## config.mk

```make
export PLATFORM = sky130hd
export DESIGN_NAME = f2_ibuff_flat
export DESIGN_NICKNAME = d
export VERILOG_FILES = /design/src/rtl/f2_ibuff_if.sv /design/src/rtl/f2_ibuff.sv /design/src/flat_wrapper.sv
export SDC_FILE = /design/constraint.sdc
export NUM_CORES = 2
export LEC_CHECK = 0
export CAP_MARGIN = 10
export CORE_AREA = 2 2 471 473
export CTS_BUF_LIST = sky130_fd_sc_hd__clkbuf_8
export DETAILED_ROUTE_END_ITERATION = 6
export DIE_AREA = 0 0 473 475
export HOLD_SLACK_MARGIN = 0.03
export SLEW_MARGIN = 0
export SYNTH_ARGS = -nofsm -noshare
export SYNTH_HDL_FRONTEND = slang
export SYNTH_SLANG_ARGS = --single-unit
```

## constraint.sdc

```tcl
create_clock -name clk -period 14.85 [get_ports clk]
set_input_delay 2.2275 -clock clk [delete_from_list [all_inputs] [get_ports clk]]
set_output_delay 2.2275 -clock clk [all_outputs]
set_load 0.02 [all_outputs]
```

## src/rtl/f2_ibuff_if.sv

```systemverilog
// Port bundle for the fetch instruction buffer: I-cache request/response,
// resteer inputs from ROB/BR/D1, and the line presented to decode stage 1.
interface f2_ibuff_if #(
  parameter int XLEN    = 32,
  parameter int EPOCH_W = 3
);
  logic               fetch_req;
  logic [XLEN-1:0]    fetch_addr;
  logic [EPOCH_W-1:0] fetch_epoch;
  logic               fetch_gnt;
  logic               line_valid;
  logic [511:0]       line_data;
  logic [EPOCH_W-1:0] line_epoch;
  logic               line_exception;
  logic               resteer_ROB;
  logic [XLEN-1:0]    resteer_target_ROB;
  logic               resteer_BR;
  logic [XLEN-1:0]    resteer_target_BR;
  logic               resteer_D1;
  logic [XLEN-1:0]    resteer_target_D1;
  logic               d1_ready;
  logic               ibuff_valid;
  logic [511:0]       IBuff_out;
  logic [XLEN-1:0]    pc_out;
  logic               exception_out;

  // Buffer side
  modport master (
    output fetch_req, fetch_addr, fetch_epoch,
    output ibuff_valid, IBuff_out, pc_out, exception_out,
    input  fetch_gnt, line_valid, line_data, line_epoch, line_exception,
    input  resteer_ROB, resteer_target_ROB, resteer_BR, resteer_target_BR,
    input  resteer_D1, resteer_target_D1, d1_ready
  );

  // I-cache / pipeline side
  modport slave (
    input  fetch_req, fetch_addr, fetch_epoch,
    input  ibuff_valid, IBuff_out, pc_out, exception_out,
    output fetch_gnt, line_valid, line_data, line_epoch, line_exception,
    output resteer_ROB, resteer_target_ROB, resteer_BR, resteer_target_BR,
    output resteer_D1, resteer_target_D1, d1_ready
  );
endinterface

```

## src/rtl/f2_ibuff.sv

```systemverilog
// Fetch-stage instruction line buffer. Issues sequential 64B line requests
// under a credit limit, queues epoch-matching responses, tracks the fetch PC
// at halfword granularity and stitches the next line's first halfword in
// when a 32-bit instruction straddles a line boundary.
//
//   state   | meaning
//   --------+-------------------------------------------------------------
//   ST_RUN  | normal fetch: requests issued, instructions presented
//   ST_HALT | a faulting line was consumed; no requests, nothing presented
//           | until the next resteer
module f2_ibuff #(
  parameter int              XLEN     = 32,
  parameter int              DEPTH    = 4,
  parameter int              EPOCH_W  = 3,
  parameter logic [XLEN-1:0] RESET_PC = '0
) (
  input logic        clk,
  input logic        rst,
  f2_ibuff_if.master bus
);

  localparam int PTR_W = $clog2(DEPTH);
  localparam int CNT_W = PTR_W + 1;
  localparam logic [CNT_W:0] DEPTH_C = (CNT_W + 1)'(DEPTH);

  typedef enum logic {ST_RUN, ST_HALT} state_t;

  state_t             state, state_nxt;
  logic [XLEN-1:0]    pc, pc_nxt, pc_adv;
  logic [XLEN-1:0]    faddr, faddr_nxt;
  logic [EPOCH_W-1:0] epoch, epoch_nxt;
  logic [PTR_W-1:0]   rd_ptr, rd_ptr_nxt, wr_ptr, wr_ptr_nxt, rd_ptr_p1;
  logic [CNT_W-1:0]   count, count_nxt, outst, outst_nxt;
  logic [CNT_W:0]     occ;

  logic [511:0]       q_data [DEPTH];
  logic [DEPTH-1:0]   q_exc;

  logic               resteer_any;
  logic [XLEN-1:0]    tgt;
  logic [511:0]       head_line, stitched;
  logic               head_exc, head_present, second_present;
  logic [5:0]         s;
  logic               compressed, crossing, exc_raw, valid_int;
  logic               consume, push, pop, req, fire;

  // Resteer arbitration: ROB over BR over D1
  always_comb begin
    resteer_any = bus.resteer_ROB | bus.resteer_BR | bus.resteer_D1;
    if (bus.resteer_ROB)     tgt = bus.resteer_target_ROB;
    else if (bus.resteer_BR) tgt = bus.resteer_target_BR;
    else                     tgt = bus.resteer_target_D1;
  end

  assign rd_ptr_p1      = rd_ptr + PTR_W'(1);
  assign head_line      = q_data[rd_ptr];
  assign head_exc       = q_exc[rd_ptr];
  assign head_present   = (count != '0);
  assign second_present = (count >= CNT_W'(2));
  assign s              = pc[5:0];
  // Byte at offset s sits at bit 8*(63-s); its two low bits decide the length.
  assign compressed     = (head_line[{~s, 3'b000} +: 2] != 2'b11);
  assign crossing       = (s == 6'd62) && !compressed;
  assign exc_raw        = head_exc | (crossing & second_present & q_exc[rd_ptr_p1]);
  assign valid_int      = head_present && !resteer_any && (state == ST_RUN) &&
                          (!crossing || second_present || head_exc);
  assign stitched       = crossing ? {q_data[rd_ptr_p1][511:496], head_line[495:0]}
                                   : head_line;

  assign consume = valid_int && bus.d1_ready;
  assign push    = bus.line_valid && (bus.line_epoch == epoch);
  assign occ     = {1'b0, count} + {1'b0, outst};
  assign req     = !rst && (state == ST_RUN) && (occ < DEPTH_C);
  assign fire    = req && bus.fetch_gnt;
  assign pc_adv  = pc + (compressed ? XLEN'(2) : XLEN'(4));

  // Next-state: resteer flush overrides consume, request and response bookkeeping
  always_comb begin
    state_nxt  = state;
    pc_nxt     = pc;
    faddr_nxt  = faddr;
    epoch_nxt  = epoch;
    rd_ptr_nxt = rd_ptr;
    wr_ptr_nxt = wr_ptr;
    count_nxt  = count;
    outst_nxt  = outst;
    pop        = 1'b0;
    if (resteer_any) begin
      state_nxt  = ST_RUN;
      pc_nxt     = tgt & ~XLEN'(1);
      faddr_nxt  = tgt & ~XLEN'(63);
      epoch_nxt  = epoch + EPOCH_W'(1);
      rd_ptr_nxt = '0;
      wr_ptr_nxt = '0;
      count_nxt  = '0;
      outst_nxt  = '0;
    end else begin
      if (consume) begin
        if (exc_raw) begin
          state_nxt = ST_HALT;
        end else begin
          pc_nxt = pc_adv;
          pop    = (pc_adv[XLEN-1:6] != pc[XLEN-1:6]);
        end
      end
      if (fire) faddr_nxt = faddr + XLEN'(64);
      if (push) wr_ptr_nxt = wr_ptr + PTR_W'(1);
      if (pop)  rd_ptr_nxt = rd_ptr + PTR_W'(1);
      count_nxt = count + CNT_W'(push) - CNT_W'(pop);
      outst_nxt = outst + CNT_W'(fire) - CNT_W'(push);
    end
  end

  // State and pointer registers
  always_ff @(posedge clk or posedge rst) begin
    if (rst) begin
      state  <= ST_RUN;
      pc     <= RESET_PC;
      faddr  <= RESET_PC & ~XLEN'(63);
      epoch  <= '0;
      rd_ptr <= '0;
      wr_ptr <= '0;
      count  <= '0;
      outst  <= '0;
    end else begin
      state  <= state_nxt;
      pc     <= pc_nxt;
      faddr  <= faddr_nxt;
      epoch  <= epoch_nxt;
      rd_ptr <= rd_ptr_nxt;
      wr_ptr <= wr_ptr_nxt;
      count  <= count_nxt;
      outst  <= outst_nxt;
    end
  end

  // Line storage; contents are only observed through count-qualified pointers
  always_ff @(posedge clk) begin
    if (push) begin
      q_data[wr_ptr] <= bus.line_data;
      q_exc[wr_ptr]  <= bus.line_exception;
    end
  end

  assign bus.fetch_req     = req;
  assign bus.fetch_addr    = faddr;
  assign bus.fetch_epoch   = epoch;
  assign bus.ibuff_valid   = valid_int;
  assign bus.IBuff_out     = valid_int ? stitched : '0;
  assign bus.pc_out        = pc;
  assign bus.exception_out = valid_int & exc_raw;

endmodule

```

## src/flat_wrapper.sv

```systemverilog
// flat-port wrapper written by rule: the top's interface ports become plain ports
module f2_ibuff_flat 
#(
  parameter int              XLEN     = 32,
  parameter int              DEPTH    = 4,
  parameter int              EPOCH_W  = 3,
  parameter logic [XLEN-1:0] RESET_PC = '0
)
  (clk, rst, bus_fetch_req, bus_fetch_addr, bus_fetch_epoch, bus_ibuff_valid, bus_IBuff_out, bus_pc_out, bus_exception_out, bus_fetch_gnt, bus_line_valid, bus_line_data, bus_line_epoch, bus_line_exception, bus_resteer_ROB, bus_resteer_target_ROB, bus_resteer_BR, bus_resteer_target_BR, bus_resteer_D1, bus_resteer_target_D1, bus_d1_ready);
  f2_ibuff_if #(.XLEN(XLEN), .EPOCH_W(EPOCH_W)) bus_i ();
  input logic clk;
  input logic rst;
  output wire logic [$bits(bus_i.fetch_req)-1:0] bus_fetch_req;
  output wire logic [$bits(bus_i.fetch_addr)-1:0] bus_fetch_addr;
  output wire logic [$bits(bus_i.fetch_epoch)-1:0] bus_fetch_epoch;
  output wire logic [$bits(bus_i.ibuff_valid)-1:0] bus_ibuff_valid;
  output wire logic [$bits(bus_i.IBuff_out)-1:0] bus_IBuff_out;
  output wire logic [$bits(bus_i.pc_out)-1:0] bus_pc_out;
  output wire logic [$bits(bus_i.exception_out)-1:0] bus_exception_out;
  input wire logic [$bits(bus_i.fetch_gnt)-1:0] bus_fetch_gnt;
  input wire logic [$bits(bus_i.line_valid)-1:0] bus_line_valid;
  input wire logic [$bits(bus_i.line_data)-1:0] bus_line_data;
  input wire logic [$bits(bus_i.line_epoch)-1:0] bus_line_epoch;
  input wire logic [$bits(bus_i.line_exception)-1:0] bus_line_exception;
  input wire logic [$bits(bus_i.resteer_ROB)-1:0] bus_resteer_ROB;
  input wire logic [$bits(bus_i.resteer_target_ROB)-1:0] bus_resteer_target_ROB;
  input wire logic [$bits(bus_i.resteer_BR)-1:0] bus_resteer_BR;
  input wire logic [$bits(bus_i.resteer_target_BR)-1:0] bus_resteer_target_BR;
  input wire logic [$bits(bus_i.resteer_D1)-1:0] bus_resteer_D1;
  input wire logic [$bits(bus_i.resteer_target_D1)-1:0] bus_resteer_target_D1;
  input wire logic [$bits(bus_i.d1_ready)-1:0] bus_d1_ready;
  assign bus_fetch_req = bus_i.fetch_req;
  assign bus_fetch_addr = bus_i.fetch_addr;
  assign bus_fetch_epoch = bus_i.fetch_epoch;
  assign bus_ibuff_valid = bus_i.ibuff_valid;
  assign bus_IBuff_out = bus_i.IBuff_out;
  assign bus_pc_out = bus_i.pc_out;
  assign bus_exception_out = bus_i.exception_out;
  assign bus_i.fetch_gnt = bus_fetch_gnt;
  assign bus_i.line_valid = bus_line_valid;
  assign bus_i.line_data = bus_line_data;
  assign bus_i.line_epoch = bus_line_epoch;
  assign bus_i.line_exception = bus_line_exception;
  assign bus_i.resteer_ROB = bus_resteer_ROB;
  assign bus_i.resteer_target_ROB = bus_resteer_target_ROB;
  assign bus_i.resteer_BR = bus_resteer_BR;
  assign bus_i.resteer_target_BR = bus_resteer_target_BR;
  assign bus_i.resteer_D1 = bus_resteer_D1;
  assign bus_i.resteer_target_D1 = bus_resteer_target_D1;
  assign bus_i.d1_ready = bus_d1_ready;
  f2_ibuff #(.XLEN(XLEN), .DEPTH(DEPTH), .EPOCH_W(EPOCH_W), .RESET_PC(RESET_PC)) u_core (.clk(clk), .rst(rst), .bus(bus_i));
endmodule
```

==> qor.yml <==
layout:
  fill_cells: 18370
  nets: 6058
  multi_input_area_um2: 18990
  area_delta_synth_final_pct: 25.87
  layout-drive-gt1-share_pct: 18.75
  final-seq-area_um2: 63410
  final_area_um2: 105300
synth:
  syn_area_per_cell_um2: 20.87
  netlist.area_leader.share_pct: 73.65
  ys_warn_count: 0
  synth_top_cell_by_area: "edfxtp_1"
  netlist_instances: 4008
  async_flop_share_pct: 3.344
  ys_seq_elements: 2123
  synth_edf_count: 2052
  synth_common_cells: "edfxtp_1, mux4_2, and2_1, clkbuf_1, nand2_1"
  yosys-top-cells-area: "edfxtp_1, mux4_2, and2_1, dfrtp_1, clkbuf_1"
  synthFlopType: "edfxtp_1"
  yosysSeqAreaShare_pct: 75.78
  netlist_area_um2: 83660
  yosys.cell_types.count: 66
  yosys.cell_count.top_type: "edfxtp_1"
clock_tree:
  clk_pin_slew_worst_paths_ps: 60
  cts_setup_buffers: 0
  numCtsBuffers: 369
  clk_path_buf_depth: 4
  clock_sinks: 2123
  cts_root_buf: "clkbuf_8"
  clk_latency_ps: 1060
  cts_hold_buf: 0
  ctsResizeCount: 0
  cts_tree: "built"
  htree_levels: 5
die:
  initial_core_util_pct: 38.19
  rows: 172
  dieHeight_um: 475
  pin_count: 1202
  die_w_um: 473
  core_area_um2: 219100
  fp.dieArea_um2: 224700
drt:
  drc: 2
  top_layer_used: "met5"
  wl_met2_um: 114500
  routedWlPerCell_um: 27.85
  drt_wl_total_um: 239900
  num_vias: 45320
  postRouteAntennaNets: 0
  drt_iter0_markers: 4118
  post_drt_via_cell_ratio: 5.260
  firstDrtPassIters: 7
  dr_wl_met3_um: 25340
  drt-met1-wl_um: 92790
power_and_ir_drop:
  irDropWorstVdd_uv: 91.78
  p_leak_nw: 33.52
  p_total_mw: 12.57
  power.density_nw_per_um2: 119.3
sta:
  finalCriticalPeriod_ps: 10380
  tightest_slew_ps: 1263
  fmax_ghz: 0.09630
  hold_viol: 0
  grt_setup_unrepaired: "false"
  slew_violations: 0
  finalSetupViolations: 0
  fin_crit_sh_pct: 69.93
  slew_headroom_pct: 14.90
  setup_tns_ps: 0
  fin_skew_ps: 66.83
  whs_ps: 522.0
setup_path:
  cpMaxStageDelayCell: "dfrtp_4"
  critPathTopFamily: "buffers and inverters"
  critPathArrivalTime_ps: 8160
  worstPathRequired_ps: 12620
  endpoint_kind: "output pin"
  worstSetupStartpointType: "flop"
  max_stage_delay_ps: 930
  crit_type: "flop to output pin"
  cp_max_fo: 113
  crit_buf_inv: 6
  critPathMostFrequentCell: "buf_4"
  cp_cell_sequence: "buf_4 -> mux4_2 -> and2_1 -> mux4_2 -> nand2b_1 -> o31ai_4 -> buf_4 -> inv_8 -> buf_4 -> buf_4 -> and2_1 -> clkdlybuf4s50_1"
placement:
  placed_area_um2: 98700
  io_buffer_count: 1191
  gp_congestion: 0.9525
  dp_hpwl_um: 156500
global_route:
  gr-total-overflow: 0
  track_usage_pct: 20.77
  antenna_found_initial: 101
  grt_pass1_wl_um: 336800
  grt_max_degree: 134
  grt_pass1_vias: 46760
run_status:
  failed_checks: "DRC"
  status: "finished with violations"
worst_hold_path:
  hp-class: "flop to flop"
job:
  maxCapViolations: 0
==> cell type report <==
| class | instances | area share [%] |
|---|---|---|
| sequential | 2123 | 60.21 |
| multi-input combinational | 1626 | 18.04 |
| timing repair buffer | 1264 | 11.93 |
| clock buffer | 377 | 4.927 |
| tap | 2871 | 3.411 |
| clock inverter | 264 | 1.217 |
| inverter | 36 | 0.1355 |
| antenna | 55 | 0.1307 |
==> where the power goes <==
part           switching (mW)  internal (mW)  total (mW)
Clock                    2.30           2.46        4.76
Sequential             0.0828           6.84        6.92
Combinational           0.475          0.409       0.884
Total                    2.86           9.71        12.6
==> state kept, by name, indices dropped and copies added, names as in the netlist <==
signal / flops
u_core.rd_ptr: 2
u_core.state: 1
u_core.bus.fetch_epoch: 3
u_core.count: 3
u_core.q_data: 2048
u_core.wr_ptr: 2
u_core.outst: 3
u_core.q_exc: 4
u_core.bus.fetch_addr: 26
u_core.bus.pc_out: 31
==> final timing paths <==
path	end	cells after the start	startpoint	slack [ps]
worst min register to register	u_core.state	2	u_core.state	520
worst min-delay path	u_core.state	2	u_core.state	520
min in group asynchronous	u_core.bus.fetch_epoch[1]	2	rst	1590
worst max-delay path	bus_IBuff_out[223]	12	u_core.rd_ptr[0]	4470
worst max register to register	u_core.bus.pc_out[31]	16	u_core.rd_ptr[0]	6860
max in group asynchronous	u_core.bus.pc_out[3]	3	rst	12030
==> worst reg2reg max path: stages, from the launching register on <==
cell	delay (ps)
dfrtp_4	930
buf_4	860
buf_4	650
buf_4	730
mux4_2	750
o221ai_1	390
a21oi_1	160
a211o_1	460
o32ai_1	160
ha_1	250
fa_1	250
nand4_1	270
or2_2	470
nor3_1	800
nand2_1	260
o311ai_0	310
o21ai_0	140
==> routing by layer <==
layer  GRT usage (%)  up-vias
met5               0        -
met4           7.167       78
met3           8.816      469
met2           32.94     1863
met1           25.49    23590
li1                -    19330
==> metrics by stage <==
step                util, %  setup WS (ps)  cells
floorplan                 -         -641.0   4014
global placement      45.05           4669   7920
detailed placement    45.05           4676   7920
CTS                   48.00           3942   8561
global route          48.04           3780   8594
finish                48.07           4466   8616
==> placed cells by master, fill, tap and decap left out, drive strengths merged, types with 75 or more instances in the layout <==
cell type / n
a21oi: 78
and2: 509
buf: 75
clkbuf: 377
clkdlybuf4s50: 1189
clkinv: 96
edfxtp: 2052
inv: 189
mux4: 548
nand2: 102
==> kinds of logic after synthesis <==
kind of cell | Yosys count | synth area share, %
buffers and inverters | 265 | 1.576
multiplexers | 554 | 14.83
adder cells (fa/ha/maj) | 18 | 0.2961
flip-flops | 2123 | 75.78
AND/OR/NAND/NOR | 755 | 5.182
AO/OA/AOI/OAI | 283 | 2.243
other | 1 | 0.004482
XOR/XNOR | 9 | 0.09422
Note: power is estimated with default switching activity, not from simulation.
